### src/rtl/serial_add_ctrl.sv
// serial_add_ctrl: bit-serial adder controller that time-shares one external
// 1-bit full-adder cell to add two WIDTH-bit operands, LSB first.
//
// Optional feature macro: SERIAL_ADD_OVF_EN adds the `ovf` output. This is the
// two's-complement signed overflow, latched together with cout.
//
// Ports
//   clk, rst            clock, synchronous active-high reset
//   in_valid/in_ready   operand handshake (in_ready high only in IDLE)
//   op_a, op_b, cin     operands and carry-in, sampled on accept
//   fa_a, fa_b, fa_c    drive to the shared full-adder cell (0 outside RUN)
//   fa_sum, fa_carry    combinational results from the cell
//   out_valid/out_ready result handshake (out_valid high only in DONE)
//   sum, cout           result, held until the next accept
//   busy                high in RUN or DONE
//   ovf                 signed overflow (only with SERIAL_ADD_OVF_EN)
module serial_add_ctrl #(
    parameter int unsigned WIDTH = 8
) (
    input  logic             clk,
    input  logic             rst,
    input  logic             in_valid,
    output logic             in_ready,
    input  logic [WIDTH-1:0] op_a,
    input  logic [WIDTH-1:0] op_b,
    input  logic             cin,
    output logic             fa_a,
    output logic             fa_b,
    output logic             fa_c,
    input  logic             fa_sum,
    input  logic             fa_carry,
    output logic             out_valid,
    input  logic             out_ready,
    output logic [WIDTH-1:0] sum,
    output logic             cout,
`ifdef SERIAL_ADD_OVF_EN
    output logic             ovf,
`endif
    output logic             busy
);

    localparam int unsigned CNT_W = $clog2(WIDTH) + 1;

    typedef enum logic [1:0] {
        S_IDLE = 2'd0,
        S_RUN  = 2'd1,
        S_DONE = 2'd2
    } state_e;

    state_e             state_q, state_d;
    logic [WIDTH-1:0]   a_q, a_d;
    logic [WIDTH-1:0]   b_q, b_d;
    logic               carry_q, carry_d;
    logic [CNT_W-1:0]   cnt_q, cnt_d;
    logic [WIDTH-1:0]   sum_q, sum_d;
    logic               cout_q, cout_d;
    logic               in_ready_q, in_ready_d;
    logic               out_valid_q, out_valid_d;
    logic               busy_q, busy_d;
`ifdef SERIAL_ADD_OVF_EN
    logic               ovf_q, ovf_d;
`endif

    // State and datapath registers
    always_ff @(posedge clk) begin
        if (rst) begin
            state_q     <= S_IDLE;
            a_q         <= '0;
            b_q         <= '0;
            carry_q     <= 1'b0;
            cnt_q       <= '0;
            sum_q       <= '0;
            cout_q      <= 1'b0;
            in_ready_q  <= 1'b1;
            out_valid_q <= 1'b0;
            busy_q      <= 1'b0;
`ifdef SERIAL_ADD_OVF_EN
            ovf_q       <= 1'b0;
`endif
        end else begin
            state_q     <= state_d;
            a_q         <= a_d;
            b_q         <= b_d;
            carry_q     <= carry_d;
            cnt_q       <= cnt_d;
            sum_q       <= sum_d;
            cout_q      <= cout_d;
            in_ready_q  <= in_ready_d;
            out_valid_q <= out_valid_d;
            busy_q      <= busy_d;
`ifdef SERIAL_ADD_OVF_EN
            ovf_q       <= ovf_d;
`endif
        end
    end

    // Next-state and datapath update
    always_comb begin
        state_d = state_q;
        a_d     = a_q;
        b_d     = b_q;
        carry_d = carry_q;
        cnt_d   = cnt_q;
        sum_d   = sum_q;
        cout_d  = cout_q;
`ifdef SERIAL_ADD_OVF_EN
        ovf_d   = ovf_q;
`endif

        case (state_q)
            S_IDLE: begin
                if (in_valid && in_ready_q) begin
                    a_d     = op_a;
                    b_d     = op_b;
                    carry_d = cin;
                    sum_d   = '0;
                    cnt_d   = '0;
                    state_d = S_RUN;
                end
            end
            S_RUN: begin
                // Shifting in zeros leaves a_q/b_q at 0 after the last bit,
                // so fa_a/fa_b are quiet outside RUN without extra gating.
                sum_d   = sum_q | (WIDTH'(fa_sum) << cnt_q);
                carry_d = fa_carry;
                a_d     = a_q >> 1;
                b_d     = b_q >> 1;
                cnt_d   = cnt_q + CNT_W'(1);
                if (cnt_q == CNT_W'(WIDTH - 1)) begin
                    cout_d  = fa_carry;
                    carry_d = 1'b0;
`ifdef SERIAL_ADD_OVF_EN
                    // carry_q here is the carry into the MSB
                    ovf_d   = carry_q ^ fa_carry;
`endif
                    state_d = S_DONE;
                end
            end
            S_DONE: begin
                if (out_ready) begin
                    state_d = S_IDLE;
                end
            end
            default: begin
                state_d = S_IDLE;
            end
        endcase

        in_ready_d  = (state_d == S_IDLE);
        out_valid_d = (state_d == S_DONE);
        busy_d      = (state_d != S_IDLE);
    end

    assign fa_a      = a_q[0];
    assign fa_b      = b_q[0];
    assign fa_c      = carry_q;
    assign in_ready  = in_ready_q;
    assign out_valid = out_valid_q;
    assign busy      = busy_q;
    assign sum       = sum_q;
    assign cout      = cout_q;
`ifdef SERIAL_ADD_OVF_EN
    assign ovf       = ovf_q;
`endif

endmodule
### config.mk
export PLATFORM = sky130hd
export DESIGN_NAME = serial_add_ctrl
export DESIGN_NICKNAME = d
export VERILOG_FILES = /design/src/rtl/serial_add_ctrl.sv
export SDC_FILE = /design/constraint.sdc
export NUM_CORES = 1
export LEC_CHECK = 0
export CORE_ASPECT_RATIO = 0.6
export CORE_MARGIN = 3
export CORE_UTILIZATION = 35
export CTS_BUF_LIST = sky130_fd_sc_hd__clkbuf_4 sky130_fd_sc_hd__clkbuf_8
export CTS_CLUSTER_SIZE = 25
export DETAILED_ROUTE_END_ITERATION = 10
export RECOVER_POWER = 25
export SYNTH_ARGS = -nofsm -noshare
export SYNTH_HDL_FRONTEND = slang
export SYNTH_SLANG_ARGS = --single-unit
### constraint.sdc
create_clock -name clk -period 1.6 [get_ports clk]
set_clock_uncertainty 0.2 [all_clocks]
set_input_delay 0.32 -clock clk [delete_from_list [all_inputs] [get_ports clk]]
set_output_delay 0.32 -clock clk [all_outputs]
set_load 0.02 [all_outputs]
==> results of run 1 <==
-- area by class of cell --
cell class / instances / area (um^2) / area share
Timing Repair Buffer: 50 / 478 / 0.238
Clock buffer: 6 / 82.6 / 0.0411
Inverter: 3 / 11.3 / 0.00561
Multi-Input combinational cell: 112 / 671 / 0.334
Clock inverter: 1 / 5.00 / 0.00249
Sequential cell: 35 / 702 / 0.350
Tap cell: 47 / 58.8 / 0.0293
-- worst register-to-register path, delay by kind of cell, from the launching register on --
family | cells | cell delay (ns)
AO/OA/AOI/OAI | 2 | 0.38
buffers and inverters | 1 | 0.16
AND/OR/NAND/NOR | 1 | 0.27
flip-flops | 1 | 0.43
-- metal layers --
metal  vias to the layer above  part of all wire  global-route usage
met3                         3             0.068              0.0547
met1                       626              0.50               0.218
met5                         -                 0                   0
li1                        679                 -                   -
met4                         0            0.0052              0.0446
met2                        50              0.43               0.225
-- per-stage QoR --
| stage | instance area, um^2 | std cells | total power [uW] | setup WS [ns] | hold WS [ns] |
|---|---|---|---|---|---|
| global placement | 1930 | 247 | 1310 | -0.183 | 0.242 |
| detailed placement | 1930 | 247 | 1320 | -0.243 | 0.251 |
| finish | 2010 | 254 | 1940 | 0.0725 | 0.254 |
| CTS | 2000 | 254 | 1960 | 0.0399 | 0.261 |
| floorplan | 1460 | 164 | 1170 | 0.221 | 0.248 |
| global route | 2010 | 254 | 2040 | 0.00990 | 0.285 |
-- worst max-delay path by stage --
stage | from | end | slack (ns) | cells past startpoint
global placement | in_valid | sum[0] | -0.18 | 5
finish | in_ready | in_ready | 0.07 | 1
global route | in_valid | cnt_q[2] | 0.01 | 5
floorplan | in_ready | fa_c | 0.22 | 4
CTS | cnt_q[1] | sum[7] | 0.04 | 3
detailed placement | in_valid | sum[0] | -0.24 | 5
-- power groups by stage --
stage / Clock, uW / Combinational (uW) / Sequential (uW)
finish: 645 / 344 / 955
global route: 700 / 379 / 960
CTS: 663 / 341 / 954
detailed placement: 0 / 350 / 974
global placement: 0 / 339 / 971
floorplan: 0 / 186 / 987
-- logic make-up after synthesis --
| family | share of synthesized area |
|---|---|
| flip-flops | 0.481 |
| adder cells (fa/ha/maj) | 0.00858 |
| AO/OA/AOI/OAI | 0.209 |
| buffers and inverters | 0.0627 |
| AND/OR/NAND/NOR | 0.239 |
-- Yosys cell counts, drive strengths merged (2+ instances only) --
master and instances:
nand2b 4, a21oi 27, nand3b 2, a22oi 12
nor4 2, nor3 2, nand2 9, inv 3
dfxtp 35, buf 9, clkbuf 5, nor2 9
nand4 3, o2bb2ai 4, nand3 20, nor2b 4
-- sequential cells by signal, summed over array words and instances, names as in the netlist --
signal,cells
a_q,8
b_q,8
sum,8
cnt_q,4
state_q,2
busy,1
cout,1
fa_c,1
in_ready,1
out_valid,1
-- timing repair --
action	CTS	global route
pin swaps	0	0
resized for setup	15	4
endpoints found under the setup margin	15	8
==> results.md, run 1 <==
* Status: complete, no violations
* Sequential Power Share at 0.491
* FP Rows at 17
* Most frequent cells in the layout: dfxtp_1 (34), a21oi_1 (27), clkdlybuf4s50_1 (22)
* Crit Path Max Fanout at 4
* Type of the worst setup path: flip-flop to output port
* CP endpoint kind: output port
* Yosys reg bits at 35
* Worst flop-to-flop path endpoint: cnt_q[2]
* Post-synth ARST share at 0
* Synth Instances at 164
* HP Start: sum[7]
* Max H-tree Level at 2
* Most used DFF post-synth: dfxtp_1
* Slowest CP cell: dfxtp_1
* Starting DRC count in detailed routing at 84
* Max clock buf depth at 2
* R2R setup slack at 0.11 ns
* Vias in the first global route at 1329
* Minimum clock period at 1.53 ns
* Hold depth at 2
* Via Count at 1358
* First-pass GRT wire length at 6060 um
* WL/cell at 14.4 um
* Sequential fraction of the synthesis area at 0.481
* Area of the mapped netlist at 0.00146 mm^2
* LEAKAGE at 0.000781 uW
* Die X at 89.3 um
* Switch share at 0.265
* Post-cts hold buffer count at 0
* CP required at 1.08 ns
* Root Buffer: clkbuf_8
* Reg2reg start: state_q[1]
* CP Cell Sequence: dlygate4sd2_1
* Combinational share of power at 0.177
* Layout Area Growth over Synthesis at 37.8%
* Final Hold Viols at 0
* Antenna fix cells at 0
* Max cap viols at 0
* Max-slew headroom at 0.809
* GRT Total Usage at 0.156
* Tcrit/Tclk final at 0.955
* Post-synth top area share at 0.481
* CP Buf/Inv Count at 1
* Power per standard cell area at 968 mW/mm^2
* Top delay family on crit path: flip-flops
* Post-synth EDFFs at 0
* Hold Path End: sum[7]
* Dominant cell type by area after synthesis: dfxtp_1
* Initial core utilization at 0.381
* Detail Route Antenna Nets at 0
* Crit path largest cell delay at 0.38 ns
* Max Clk Rate at 0.655 GHz
* CTS tree: yes
* Hold/Removal Path Class: flip-flop to flip-flop
* Initial antenna violation count at 0
* Cell-internal power at 1430 uW
* Worst Tran Pin Value at 0.283 ns
* Final Util at 0.525
* Routed vias/inst at 5.35
* Warnings from Yosys at 0
* Placer Congestion at 0.736
* CTS Buf Count at 5
* Synth area leaders: dfxtp_1 (48%), a21oi_1 (9.3%), nand3_1 (6.9%), a22oi_1 (6.2%), o2bb2ai_1 (2.4%)
* Mapped Avg Cell Area at 8.89 um^2
* Commonest non-fill, non-tap cell in the layout: dfxtp_1
* Layout cells sized above 1 at 0.135
* Nets at 231
* Io pins at 38
* Post-CTS Setup Repair Bufs at 0
* VDD IR max at 0.000502 V
* DRC violations left at 0
* Detailed Place HPWL at 2580 um
* Fillers at 365
* RSZ-0062 raised after global routing: false
* Max-slew violation count at 0
* Clock-pin slew on the worst setup and hold paths at 0.07 ns
* Total negative slack at 0 ns
* P_sw at 515 uW
* Buffers on Ports at 37
* Maximum number of pins on one net before global-route repair at 26
* Total grt overflow at 0
* Clk pwr share at 0.332
* First drt pass iteration count at 4
* Startpoint types: flip-flop
* CP arrival at 1.01 ns
* Setup violators final at 0
* Core area at 0.00383 mm^2
* Post-synth cell types at 34
* Clock latency on the worst-skew pair at 0.28 ns
* Reg2reg path depth at 4
* DIE AREA at 0.00500 mm^2
* Clock sink count at 35
* Syn_nets at 188
* Final wirelength at 3650 um
* Die Y at 56.0 um
Note: power is estimated with default switching activity, not from simulation.
==> run 2: changes to the inputs <==
--- a/config.mk
+++ b/config.mk
@@ -5,6 +5,7 @@
 export SDC_FILE = /design/constraint.sdc
 export NUM_CORES = 1
 export LEC_CHECK = 0
+export ABC_AREA = 1
 export CORE_ASPECT_RATIO = 0.6
 export CORE_MARGIN = 3
 export CORE_UTILIZATION = 35
==> results.md, run 2 <==
* Minimum clock period at 1.50 ns
* Yosys reg bits at 35
* Sequential Power Share at 0.469
* Post-route cell area at 0.00229 mm^2
* CTS Buf Count at 5
* Syn_nets at 248
* Nets at 297
* Fillers at 457
* Clk pwr share at 0.304
* Initial core utilization at 0.370
* DRC violations left at 0
* Clock latency on the worst-skew pair at 0.29 ns
* Post-synth EDFFs at 0
* CP Buf/Inv Count at 1
* Layout Area Growth over Synthesis at 34.0%
* Max-slew headroom at 0.837
* Setup violators final at 0
* Max cap viols at 0
* Total grt overflow at 0
* Slowest CP cell: dfxtp_1
* Status: complete, no violations
* First drt pass iteration count at 4
* Starting DRC count in detailed routing at 50
* M3 GR Usage at 0.0491
* Via Count at 1524
* Placer Congestion at 0.763
* Dominant cell type by area after synthesis: dfxtp_1
* Area of the mapped netlist at 0.00171 mm^2
* Met1 usage at 0.228
* Core area at 0.00464 mm^2
* Placed Area at 0.00223 mm^2
* Warnings from Yosys at 0
* Clock-pin slew on the worst setup and hold paths at 0.07 ns
* Post-synth cell types at 24
* Post-cts hold buffer count at 0
* Count leader, synth: nand2_1
* Sequential fraction of the synthesis area at 0.409
* Die Y at 60.2 um
* Power per standard cell area at 893 mW/mm^2
* Commonest non-fill, non-tap cell in the layout: nand2_1
* Reg2reg path depth at 7
* Worst path depth at 1
* Max Clk Rate at 0.667 GHz
* Top delay family on crit path: flip-flops
* DIE AREA at 0.00580 mm^2
* GRT Total Usage at 0.151
* Clock sink count at 35
* Post-synth top area share at 0.409
* Io pins at 38
* Most frequent cells in the layout: nand2_1 (73), dfxtp_1 (35), clkdlybuf4s50_1 (22)
* Worst flop-to-flop path endpoint: busy
* Synth Instances at 224
* Maximum number of pins on one net before global-route repair at 20
* Initial antenna violation count at 0
* LEAKAGE at 0.000997 uW
* Startpoint types: flip-flop
* Tcrit/Tclk final at 0.937
* Crit path largest cell delay at 0.35 ns
* Antenna fix cells at 0
* M2 GR Usage at 0.194
* HP Start: sum[3]
* CTS tree: yes
* Hold Path End: sum[3]
* Cell-internal power at 1440 uW
* Die X at 96.3 um
* Hold depth at 2
* Crit Path Max Fanout at 2
* Combinational share of power at 0.227
* Commonest cells post-synth: nand2_1 (73), dfxtp_1 (35), nand3_1 (18)
* Reg2reg start: state_q[1]
* Max clock buf depth at 2
* Detailed Place HPWL at 2870 um
* Final hold slack at 0.262 ns
* RSZ-0062 raised after global routing: false
* Final Hold Viols at 0
* Detail Route Antenna Nets at 0
* Mapped Avg Cell Area at 7.65 um^2
* Area of the multi-input gates at 858 um^2
* Routed vias/inst at 4.52
* Max-slew violation count at 0
* FP Rows at 19
* Hold/Removal Path Class: flip-flop to flip-flop
* Worst Tran Pin Value at 0.243 ns
* Buffers on Ports at 37
* Vias in the first global route at 1426
* VDD IR max at 0.000431 V
* Final wirelength at 3860 um
* Layout cells sized above 1 at 0.226
* Most used DFF post-synth: dfxtp_1
* P_sw at 607 uW
* Post-synth ARST share at 0
* CP endpoint kind: output port
* CP Cell Sequence: dlygate4sd2_1
* First-pass GRT wire length at 6640 um
* Max H-tree Level at 2
* Synth area leaders: dfxtp_1 (41%), nand2_1 (16%), nand3_2 (7.0%), a21oi_2 (5.6%), nand3_1 (5.3%)
* Root Buffer: clkbuf_8
* R2R setup slack at 0.13 ns
* WL/cell at 11.5 um
* CP required at 1.08 ns
* Reg area at 701 um^2
* Type of the worst setup path: flip-flop to output port
* GR peak layer: met1
* CP arrival at 0.98 ns
* Switch share at 0.296
run 2: cell count changes after synthesis, sizes merged, moves of 4 or more:
| cell | previous run | this run |
|---|---|---|
| nand3 | 20 | 30 |
| inv | 3 | 11 |
| nand2 | 9 | 74 |
| o21ai | 1 | 5 |
| a22oi | 12 | 0 |
| o2bb2ai | 4 | 0 |
| nand2b | 4 | 0 |
| nor2b | 4 | 0 |
| nor2 | 9 | 19 |
| nor3 | 2 | 6 |
run 2: cells by family after synthesis:
family,share of synthesized area
AOI/OAI and AO/OA,0.129
adders and majority gates,0.00730
buffers and inverters,0.0884
DFF,0.409
and+or+nand+nor,0.367
run 2: cell type report:
cell class	instances	share of cell area
clock buffer	5	0.0300
clock inverter	3	0.00654
inverter	11	0.0180
multi-input combinational	164	0.374
sequential	35	0.305
tap	63	0.0344
timing repair buffer	56	0.232
run 2: power groups by stage:
stage               clock [uW]  sequential (uW)  combinational (uW)
floorplan                    0              995                 286
global placement             0              983                 478
detailed placement           0              983                 478
CTS                        639              962                 469
global route               680              970                 516
finish                     623              961                 465
run 2: stage by stage:
step / setup WS [ns] / instances / total power [uW] / TNS (ns) / utilization
6_report: 0.101 / 337 / 2050 / 0 / 0.495
5_1_grt: 0.0165 / 337 / 2170 / 0 / 0.495
4_1_cts: 0.0793 / 337 / 2070 / 0 / 0.496
3_5_place_dp: -0.170 / 329 / 1460 / -3.79 / 0.482
3_3_place_gp: -0.162 / 329 / 1460 / -3.64 / 0.482
2_1_floorplan: 0.233 / 224 / 1280 / 0 / -
run 2: per-layer routing:
metal / wire (um) / vias up / share of wire
li1: - / 817 / -
met3: 276 / 7 / 0.071
met5: 0 / - / 0
met1: 2100 / 661 / 0.54
met4: 51 / 0 / 0.013
met2: 1430 / 39 / 0.37
run 2: repair_timing:
action | CTS | global route
endpoints found under the setup margin | 15 | 0
setup buffers | 0 | 0
gates resized for setup | 15 | 0
run 2: worst max path at each step:
| stage | from | to | slack [ns] |
|---|---|---|---|
| 6_report | a_q[0] | fa_a | 0.10 |
| 5_1_grt | state_q[1] | b_q[4] | 0.02 |
| 4_1_cts | a_q[0] | fa_a | 0.08 |
| 3_5_place_dp | in_valid | b_q[2] | -0.17 |
| 3_3_place_gp | in_valid | a_q[5] | -0.16 |
| 2_1_floorplan | in_ready | in_ready | 0.23 |
==> run 3: changes to the inputs <==
--- a/config.mk
+++ b/config.mk
@@ -12,6 +12,7 @@
 export CTS_BUF_LIST = sky130_fd_sc_hd__clkbuf_4 sky130_fd_sc_hd__clkbuf_8
 export CTS_CLUSTER_SIZE = 25
 export DETAILED_ROUTE_END_ITERATION = 10
+export GPL_TIMING_DRIVEN = 0
 export RECOVER_POWER = 25
 export SYNTH_ARGS = -nofsm -noshare
 export SYNTH_HDL_FRONTEND = slang
==> results.md, run 3 (synthesis results as in run 2) <==
* CTS tree: yes
* CTS Buf Count at 5
* Die X at 96.3 um
* Tcrit/Tclk final at 0.937
* Startpoint types: input pin
* Max Clk Rate at 0.667 GHz
* Detailed Place HPWL at 2940 um
* M3 GR Usage at 0.0415
* Placed Area at 0.00215 mm^2
* Status: complete, no violations
* Hold/Removal Path Class: input pin to flip-flop
* Max cap viols at 0
* CP required at 1.57 ns
* Post-route cell area at 0.00222 mm^2
* Vias in the first global route at 1338
* Io pins at 38
* Initial core utilization at 0.370
* GR peak layer: met1
* First-pass GRT wire length at 6470 um
* RSZ-0062 raised after global routing: false
* Nets at 292
* Final hold slack at 0.140 ns
* Minimum clock period at 1.50 ns
* Max-slew headroom at 0.608
* Core area at 0.00464 mm^2
* Commonest non-fill, non-tap cell in the layout: nand2_1
* Maximum number of pins on one net before global-route repair at 11
* Crit-path most repeated cell: nand2_1
* Crit Path Max Fanout at 10
* Routed vias/inst at 4.47
* Setup violators final at 0
* Initial antenna violation count at 0
* GRT Total Usage at 0.151
* Most frequent cells in the layout: nand2_1 (73), dfxtp_1 (33), clkdlybuf4s50_1 (21)
* Power per standard cell area at 927 mW/mm^2
* Slowest CP cell: clkdlybuf4s50_1
* FP Rows at 19
* Root Buffer: clkbuf_8
* DIE AREA at 0.00580 mm^2
* Final Util at 0.480
* Clock sink count at 35
* Layout Area Growth over Synthesis at 29.9%
* M2 GR Usage at 0.190
* Worst Tran Pin Value at 0.588 ns
* LEAKAGE at 0.000954 uW
* Antenna fix cells at 0
* Starting DRC count in detailed routing at 93
* Die Y at 60.2 um
* DRC violations left at 0
* WL/cell at 12.0 um
* Type of the worst setup path: input pin to flip-flop
* CP arrival at 1.47 ns
* Detail Route Antenna Nets at 0
* Max clock buf depth at 2
* Clock latency on the worst-skew pair at 0.29 ns
* VDD IR max at 0.000456 V
* First drt pass iteration count at 4
* CP endpoint kind: flip-flop
* Via Count at 1485
* Buffers on Ports at 36
* Final wirelength at 3980 um
* Max-slew violation count at 0
* CP Buf/Inv Count at 4
* Total grt overflow at 0
* Met1 usage at 0.235
* Non-filler instance count after layout at 332
* Layout cells sized above 1 at 0.216
* Placer Congestion at 0.774
* Max H-tree Level at 2
* Inst Count DP at 323
* CP Cell Sequence: clkdlybuf4s50_1 -> nand2_1 -> inv_1 -> nand2_1 -> buf_4 -> nand2_1 -> inv_1 -> nand2_1 -> nand2_1
* Top delay family on crit path: buffers and inverters
* Final Hold Viols at 0
* Clock-pin slew on the worst setup and hold paths at 0.08 ns
* Crit path largest cell delay at 0.46 ns
[run 3: report_power, final]
group	internal [uW]	switching (uW)	leakage (uW)
logic	193	246	0.000618
clock network	339	320	0.0000491
registers	928	35.1	0.000287
total	1460	601	0.000954
[run 3: final cells by class]
cell class	count	area, um^2
Timing Repair Buffer	37	349
Clock inverter	1	5.00
Fill cell	488	2410
Multi-Input combinational cell	164	853
Inverter	11	41.3
Tap cell	63	78.8
Sequential cell	35	703
Buffer	14	110
Clock buffer	7	83.8
[run 3: metal layers]
layer  wire (um)  up-vias  part of all wire
met2        1480       40              0.37
li1            -      812                 -
met3         269        2             0.068
met4          28        0            0.0070
met5           0        -                 0
met1        2200      631              0.55
[run 3: worst register-to-register path, stage by stage (launching register included)]
cell and delay, ns:
dfxtp_2 0.35, ha_1 0.23, nand3_1 0.14, nor2_1 0.07
nor2_1 0.21, nor2_1 0.08
[run 3: stage by stage]
stage | setup slack, ns | power (uW) | TNS (ns)
floorplan | 0.233 | 1280 | 0
global placement | -0.236 | 1430 | -5.30
detailed placement | -0.237 | 1430 | -5.28
CTS | 0.0543 | 2070 | 0
global route | 0.00882 | 2180 | 0
finish | 0.101 | 2060 | 0
[run 3: timing repair]
item / CTS / global route
pin swaps: 0 / 1
setup buffers: 0 / 1
setup endpoints to repair: 15 / 9
hold buffers: 0 / 0
gates resized for setup: 15 / 2
[run 3: final timing paths]
| path | slack [ns] | to | cells after the start | startpoint |
|---|---|---|---|---|
| setup / recovery | 0.10 | in_ready | 9 | in_valid |
| hold / removal | 0.14 | a_q[3] | 2 | rst |
| setup reg to reg | 0.19 | out_valid | 5 | cnt_q[0] |
| hold reg to reg | 0.26 | sum[4] | 2 | sum[4] |
